--- src/rtl/jc_step_decoder.sv ---
// Johnson-code receive decoder: synchronizes a twisted-ring bus and tracks phase, direction, position and run state.
// Optional glitch filter enabled by defining JCD_GLITCH_FILTER_EN.
module jc_step_decoder #(
  parameter int W            = 4,
  parameter int SYNC_STAGES  = 2,
  parameter int POS_W        = 8,
  parameter int IDLE_TIMEOUT = 255,
  parameter int FILTER_LEN   = 3
) (
  input  logic                      clk,
  input  logic                      rst,
  input  logic [W-1:0]              jc_in,
  input  logic                      err_clr,
  output logic [$clog2(2*W)-1:0]    phase,
  output logic                      dir,
  output logic                      step,
  output logic signed [POS_W-1:0]   pos,
  output logic                      running,
  output logic                      locked,
  output logic                      err
);

  localparam int PW = $clog2(2*W);
  localparam int IW = $clog2(IDLE_TIMEOUT+1);
  localparam logic [PW-1:0] LAST_IDX = PW'(2*W-1);
  localparam logic [IW-1:0] IDLE_MAX = IW'(IDLE_TIMEOUT);
  localparam logic signed [POS_W-1:0] POS_ONE = POS_W'(1);

  typedef enum logic [1:0] {IDLE, TRACK, RESYNC} state_t;

  logic [W-1:0] sync_q [SYNC_STAGES];
  logic [W-1:0] code;

  always_ff @(posedge clk) begin
    if (rst) begin
      for (int i = 0; i < SYNC_STAGES; i++) sync_q[i] <= '0;
    end else begin
      sync_q[0] <= jc_in;
      for (int i = 1; i < SYNC_STAGES; i++) sync_q[i] <= sync_q[i-1];
    end
  end

`ifdef JCD_GLITCH_FILTER_EN
  localparam int FW = $clog2(FILTER_LEN+1);
  logic [W-1:0]  cand;
  logic [W-1:0]  filt;
  logic [FW-1:0] stable_cnt;
  logic [FW-1:0] stable_nxt;

  // Count includes the current sample, so a new value passes on its FILTER_LEN-th consecutive cycle.
  always_comb begin
    stable_nxt = stable_cnt;
    if (sync_q[SYNC_STAGES-1] != cand) stable_nxt = FW'(1);
    else if (stable_cnt != FW'(FILTER_LEN)) stable_nxt = stable_cnt + FW'(1);
  end

  always_ff @(posedge clk) begin
    if (rst) begin
      cand       <= '0;
      filt       <= '0;
      stable_cnt <= '0;
    end else begin
      cand       <= sync_q[SYNC_STAGES-1];
      stable_cnt <= stable_nxt;
      if (stable_nxt == FW'(FILTER_LEN)) filt <= sync_q[SYNC_STAGES-1];
    end
  end

  assign code = filt;
`else
  assign code = sync_q[SYNC_STAGES-1];
`endif

  function automatic logic [PW-1:0] code_index(input logic [W-1:0] c);
    int ones;
    ones = 0;
    for (int i = 0; i < W; i++) if (c[i]) ones++;
    if (c[W-1]) return PW'(2*W - ones);
    else return PW'(ones);
  endfunction

  logic [W-1:0]  code_inv;
  logic          legal;
  logic [PW-1:0] idx;
  logic [PW-1:0] phase_inc;
  logic [PW-1:0] phase_dec;

  // Legal codes are low-filled (2^k-1) or their complement.
  assign code_inv  = ~code;
  assign legal     = ((code & (code + W'(1))) == '0) || ((code_inv & (code_inv + W'(1))) == '0);
  assign idx       = code_index(code);
  assign phase_inc = (phase == LAST_IDX) ? '0 : phase + PW'(1);
  assign phase_dec = (phase == '0) ? LAST_IDX : phase - PW'(1);

  state_t                   state, state_n;
  logic [PW-1:0]            phase_n;
  logic                     dir_n, step_n, locked_n, err_n, err_set, running_n;
  logic signed [POS_W-1:0]  pos_n;
  logic [IW-1:0]            idle_cnt, idle_n;

  always_comb begin
    state_n  = state;
    phase_n  = phase;
    dir_n    = dir;
    step_n   = 1'b0;
    pos_n    = pos;
    locked_n = locked;
    err_set  = 1'b0;
    case (state)
      IDLE, RESYNC: begin
        if (legal) begin
          phase_n  = idx;
          locked_n = 1'b1;
          state_n  = TRACK;
        end
      end
      TRACK: begin
        if (legal && idx == phase) begin
          state_n = TRACK;
        end else if (legal && idx == phase_inc) begin
          phase_n = idx;
          step_n  = 1'b1;
          dir_n   = 1'b1;
          pos_n   = pos + POS_ONE;
        end else if (legal && idx == phase_dec) begin
          phase_n = idx;
          step_n  = 1'b1;
          dir_n   = 1'b0;
          pos_n   = pos - POS_ONE;
        end else begin
          err_set  = 1'b1;
          locked_n = 1'b0;
          state_n  = RESYNC;
        end
      end
      default: state_n = IDLE;
    endcase

    // A fresh error outranks a simultaneous clear request.
    err_n = err_set ? 1'b1 : (err_clr ? 1'b0 : err);

    if (step_n) begin
      idle_n    = '0;
      running_n = 1'b1;
    end else begin
      idle_n    = (idle_cnt == IDLE_MAX) ? idle_cnt : idle_cnt + IW'(1);
      running_n = running && (idle_n != IDLE_MAX);
    end
  end

  always_ff @(posedge clk) begin
    if (rst) begin
      state    <= IDLE;
      phase    <= '0;
      dir      <= 1'b0;
      step     <= 1'b0;
      pos      <= '0;
      running  <= 1'b0;
      locked   <= 1'b0;
      err      <= 1'b0;
      idle_cnt <= '0;
    end else begin
      state    <= state_n;
      phase    <= phase_n;
      dir      <= dir_n;
      step     <= step_n;
      pos      <= pos_n;
      running  <= running_n;
      locked   <= locked_n;
      err      <= err_n;
      idle_cnt <= idle_n;
    end
  end

endmodule
--- config.mk ---
export PLATFORM = sky130hd
export DESIGN_NAME = jc_step_decoder
export DESIGN_NICKNAME = d
export VERILOG_FILES = /design/src/rtl/jc_step_decoder.sv
export SDC_FILE = /design/constraint.sdc
export NUM_CORES = 1
export LEC_CHECK = 0
export CAP_MARGIN = 20
export CORE_MARGIN = 4
export CORE_UTILIZATION = 46
export CTS_CLUSTER_DIAMETER = 40
export CTS_CLUSTER_SIZE = 28
export DETAILED_ROUTE_END_ITERATION = 8
export GPL_ROUTABILITY_DRIVEN = 1
export HOLD_SLACK_MARGIN = 0.05
export MAX_ROUTING_LAYER = met4
export PLACE_DENSITY = 0.67
export SLEW_MARGIN = 10
export SYNTH_ARGS = -nofsm -noshare
export SYNTH_HDL_FRONTEND = slang
export SYNTH_SLANG_ARGS = --single-unit
--- constraint.sdc ---
create_clock -name clk -period 9.8 [get_ports clk]
set_clock_uncertainty 0.2 [all_clocks]
set_input_delay 0.98 -clock clk [delete_from_list [all_inputs] [get_ports clk]]
set_output_delay 0.98 -clock clk [all_outputs]
set_load 0.01 [all_outputs]
==> key figures <==
Clocking
  • Post-cts resize count: 0
  • CTS tree: yes
  • Sinks on Clock Net: 34
  • Clock Tree Root: clkbuf_8
  • Post-CTS setup buffer count: 0
  • Maximum root-to-sink buffer count: 2
  • Hold-fix buffers at CTS: 0
  • Worst-Skew Late Latency: ~0.29 ns
  • Reg clk slew, reported paths: 0.07 ns
  • CTS buffer count: 5
  • H-tree Lvls: 2

Synth
  • Asr flop ratio synth: 0%
  • Netlist cell types: 54
  • Register area share after synthesis: between 20% and 30%
  • Syn Nets: just under 300
  • Top FF cell, synth: dfxtp_1
  • Synth Area per Inst: approximately 8.6 um^2
  • Synthesized flop and latch total: 34
  • Post-synth EDFFs: 0
  • Mapped Area: approximately 2300 um^2
  • Syn Inst Count: about 260
  • Yosys Warn Count: 0

Power
  • Clock Power Share: between 30% and 40%
  • Overall Power: 502 uW
  • P per Cell Area: between 150 and 200 nW/um^2
  • Leak Pwr: approximately 1 nW
  • Part of the power in registers: around 34%
  • Combinational share of power: a little over a third
  • P_sw: approximately 160 uW
  • Pint: 337 uW
  • Peak supply drop: about 0.13 mV
  • Sw frac: between 30% and 40%

Setup path
  • CP required: 9.82 ns
  • Crit path capture type: register
  • Arr. time, crit path: between 4 and 5 ns
  • Critical path type: reg -> reg
  • Startpoint Class: register
  • Crit path max fanout: 12

Die
  • Die boundary width: 78.2 um
  • Core Footprint: approximately 4800 um^2
  • Total die area: 6120 um^2
  • Die H: between 70 and 80 um
  • # IOs: 23
  • Rows: 25
  • Starting Density: 47.7%

Timing
  • Slew HR: between 40% and 50%
  • Worst slew pin tran: between 0.8 and 0.9 ns
  • RSZ-0062 raised after global routing: false
  • Period utilisation layout: 48.9%
  • Hold slack: approximately 0.24 ns
  • Number of setup violations in the final report: 0
  • Setup WS post-layout: ~5 ns
  • Slew Limit Fails: 0
  • Max Freq: approximately 210 MHz
  • Final Hold Fails: 0
  • Setup_tns: 0 ns
  • Tmin final: 4.79 ns

Finish
  • # nets final: between 300 and 400
  • # diodes: 0
  • Commonest non-fill, non-tap cell in the layout: dfxtp_1
  • Post-route cell area: about 2700 um^2
  • Most frequent cells in the layout: dfxtp_1 (34), nor2_1 (31), clkdlybuf4s50_1 (22)
  • Non-Filler Instances: between 300 and 400
  • Area growth syn-to-layout: 17.0%
  • Share of cells above drive strength 1: under 10%
  • Post-layout util: between 50 and 60%

Flow run
  • Max cap viols: 0

Routing
  • First-pass detailed-route iteration total: 4
  • 1st-iter DRT viols: 57
  • DRC viols: 0
  • Via count: 1,877
  • Final wirelength: approximately 4.5 mm
  • ANT nets after route: 0
  • Vias per std cell: 5.35
  • Drt wl/cell: between 10 and 15 um

Place
  • Placed insts: 343
  • Placed Area: 2520 um^2
  • Port buffer count: 22
  • Pre-CTS setup slack: roughly 5 ns
  • Post-DP HPWL: roughly 3.3 mm
  • RD Place Congestion: a little over 0.8

Worst hold path
  • Worst hold path type: reg -> reg

Global routing
  • All-Layer GR Usage: 16.3%
  • First-pass GRT wire length: just under 8 mm
  • Grt total ovfl: 0
  • Antenna violations before repair: 0
  • Vias in the first global route: 1,817
  • Largest net degree at the start of global routing: 34

Status
  • Status: finished, final reports clean
==> flip-flops by register name, indices dropped and copies added, names as in the netlist, 2 cells and up <==
register / count
pos: 8
idle_cnt: 8
sync_q: 8
phase: 3
state: 2
==> synthesized netlist by cell type (all sizes together), types with 2 or more instances <==
cell / instances / area, um^2
nor3: 12 / 60.1
clkbuf: 4 / 15.0
o21ai: 10 / 50.1
a21o: 2 / 15.0
a22oi: 2 / 15.0
o22ai: 3 / 18.8
a221o: 2 / 20.0
xor2: 4 / 35.0
buf: 6 / 48.8
mux2i: 7 / 70.1
dfxtp: 34 / 681
nand2: 15 / 56.3
inv: 14 / 52.6
o31ai: 3 / 36.3
and3: 4 / 25.0
a211oi: 4 / 35.0
xnor2: 13 / 121
a211o: 3 / 26.3
nor2: 31 / 116
nor2b: 14 / 87.6
a2111oi: 2 / 17.5
a21oi: 16 / 80.1
a221oi: 3 / 50.1
o2111ai: 3 / 50.1
ha: 18 / 225
nand3: 11 / 55.1
nand2b: 4 / 25.0
==> worst max-delay path, cell delays in order, from the launching register on <==
cell and delay (ns):
dfxtp_1 0.43, inv_1 0.11, ha_1 0.43, xor2_1 0.23, xnor2_2 0.38, ha_1 0.32
nor2_1 0.08, a211o_1 0.37, a221oi_2 0.35, o2111ai_4 0.28, ha_1 0.36, a21o_1 0.19
a21oi_1 0.24, o21ai_0 0.15, a21oi_1 0.17, xnor2_1 0.16, nand3_1 0.10, a21oi_1 0.17
==> area by class of cell <==
| class | instances | area (um^2) |
|---|---|---|
| fillers | 467 | 2100 |
| multi-input cells | 205 | 1470 |
| flip-flops and latches | 34 | 681 |
| repair buffers | 23 | 228 |
| well taps | 67 | 83.8 |
| clock buffers | 5 | 68.8 |
| clock inverters | 3 | 68.8 |
| inverters | 14 | 52.6 |
==> metal layers <==
metal / global-route usage (%) / vias to the layer above / part of all wire (%)
met1: 19.6 / 869 / 48
met5: - / - / 0
met2: 27.0 / 20 / 48
met4: 5.24 / 0 / 1.4
met3: 3.78 / 7 / 2.1
li1: - / 981 / -
==> power groups by stage <==
stage	Sequential, mW	Clock [mW]	Combinational [mW]
5_1_grt	0.172	0.167	0.200
4_1_cts	0.168	0.160	0.178
6_report	0.168	0.156	0.177
2_1_floorplan	0.171	0	0.134
3_5_place_dp	0.171	0	0.177
3_3_place_gp	0.171	0	0.176
==> cell families (layout without fill, tap and decap cells) <==
kind of cell / count (synthesis) / count (layout) / share of synthesized area [%]
AO/OA/AOI/OAI: 64 / 64 / 22.7
XOR/XNOR: 17 / 17 / 6.89
adder cells (fa/ha/maj): 19 / 19 / 10.8
buffers and inverters: 24 / 45 / 5.13
flip-flops: 34 / 34 / 30.0
multiplexers: 7 / 7 / 3.09
AND/OR/NAND/NOR: 98 / 98 / 21.4
==> final timing paths <==
kind	endpoint	startpoint	cells after the start	slack (ns)
worst max-delay path	pos[7]	sync_q[0][4]	17	5.01
worst min-delay path	sync_q[0][4]	sync_q[0][0]	1	0.24
worst max register to register	pos[7]	sync_q[0][4]	17	5.01
worst min register to register	sync_q[0][4]	sync_q[0][0]	1	0.24
Note: power is estimated with default switching activity, not from simulation.
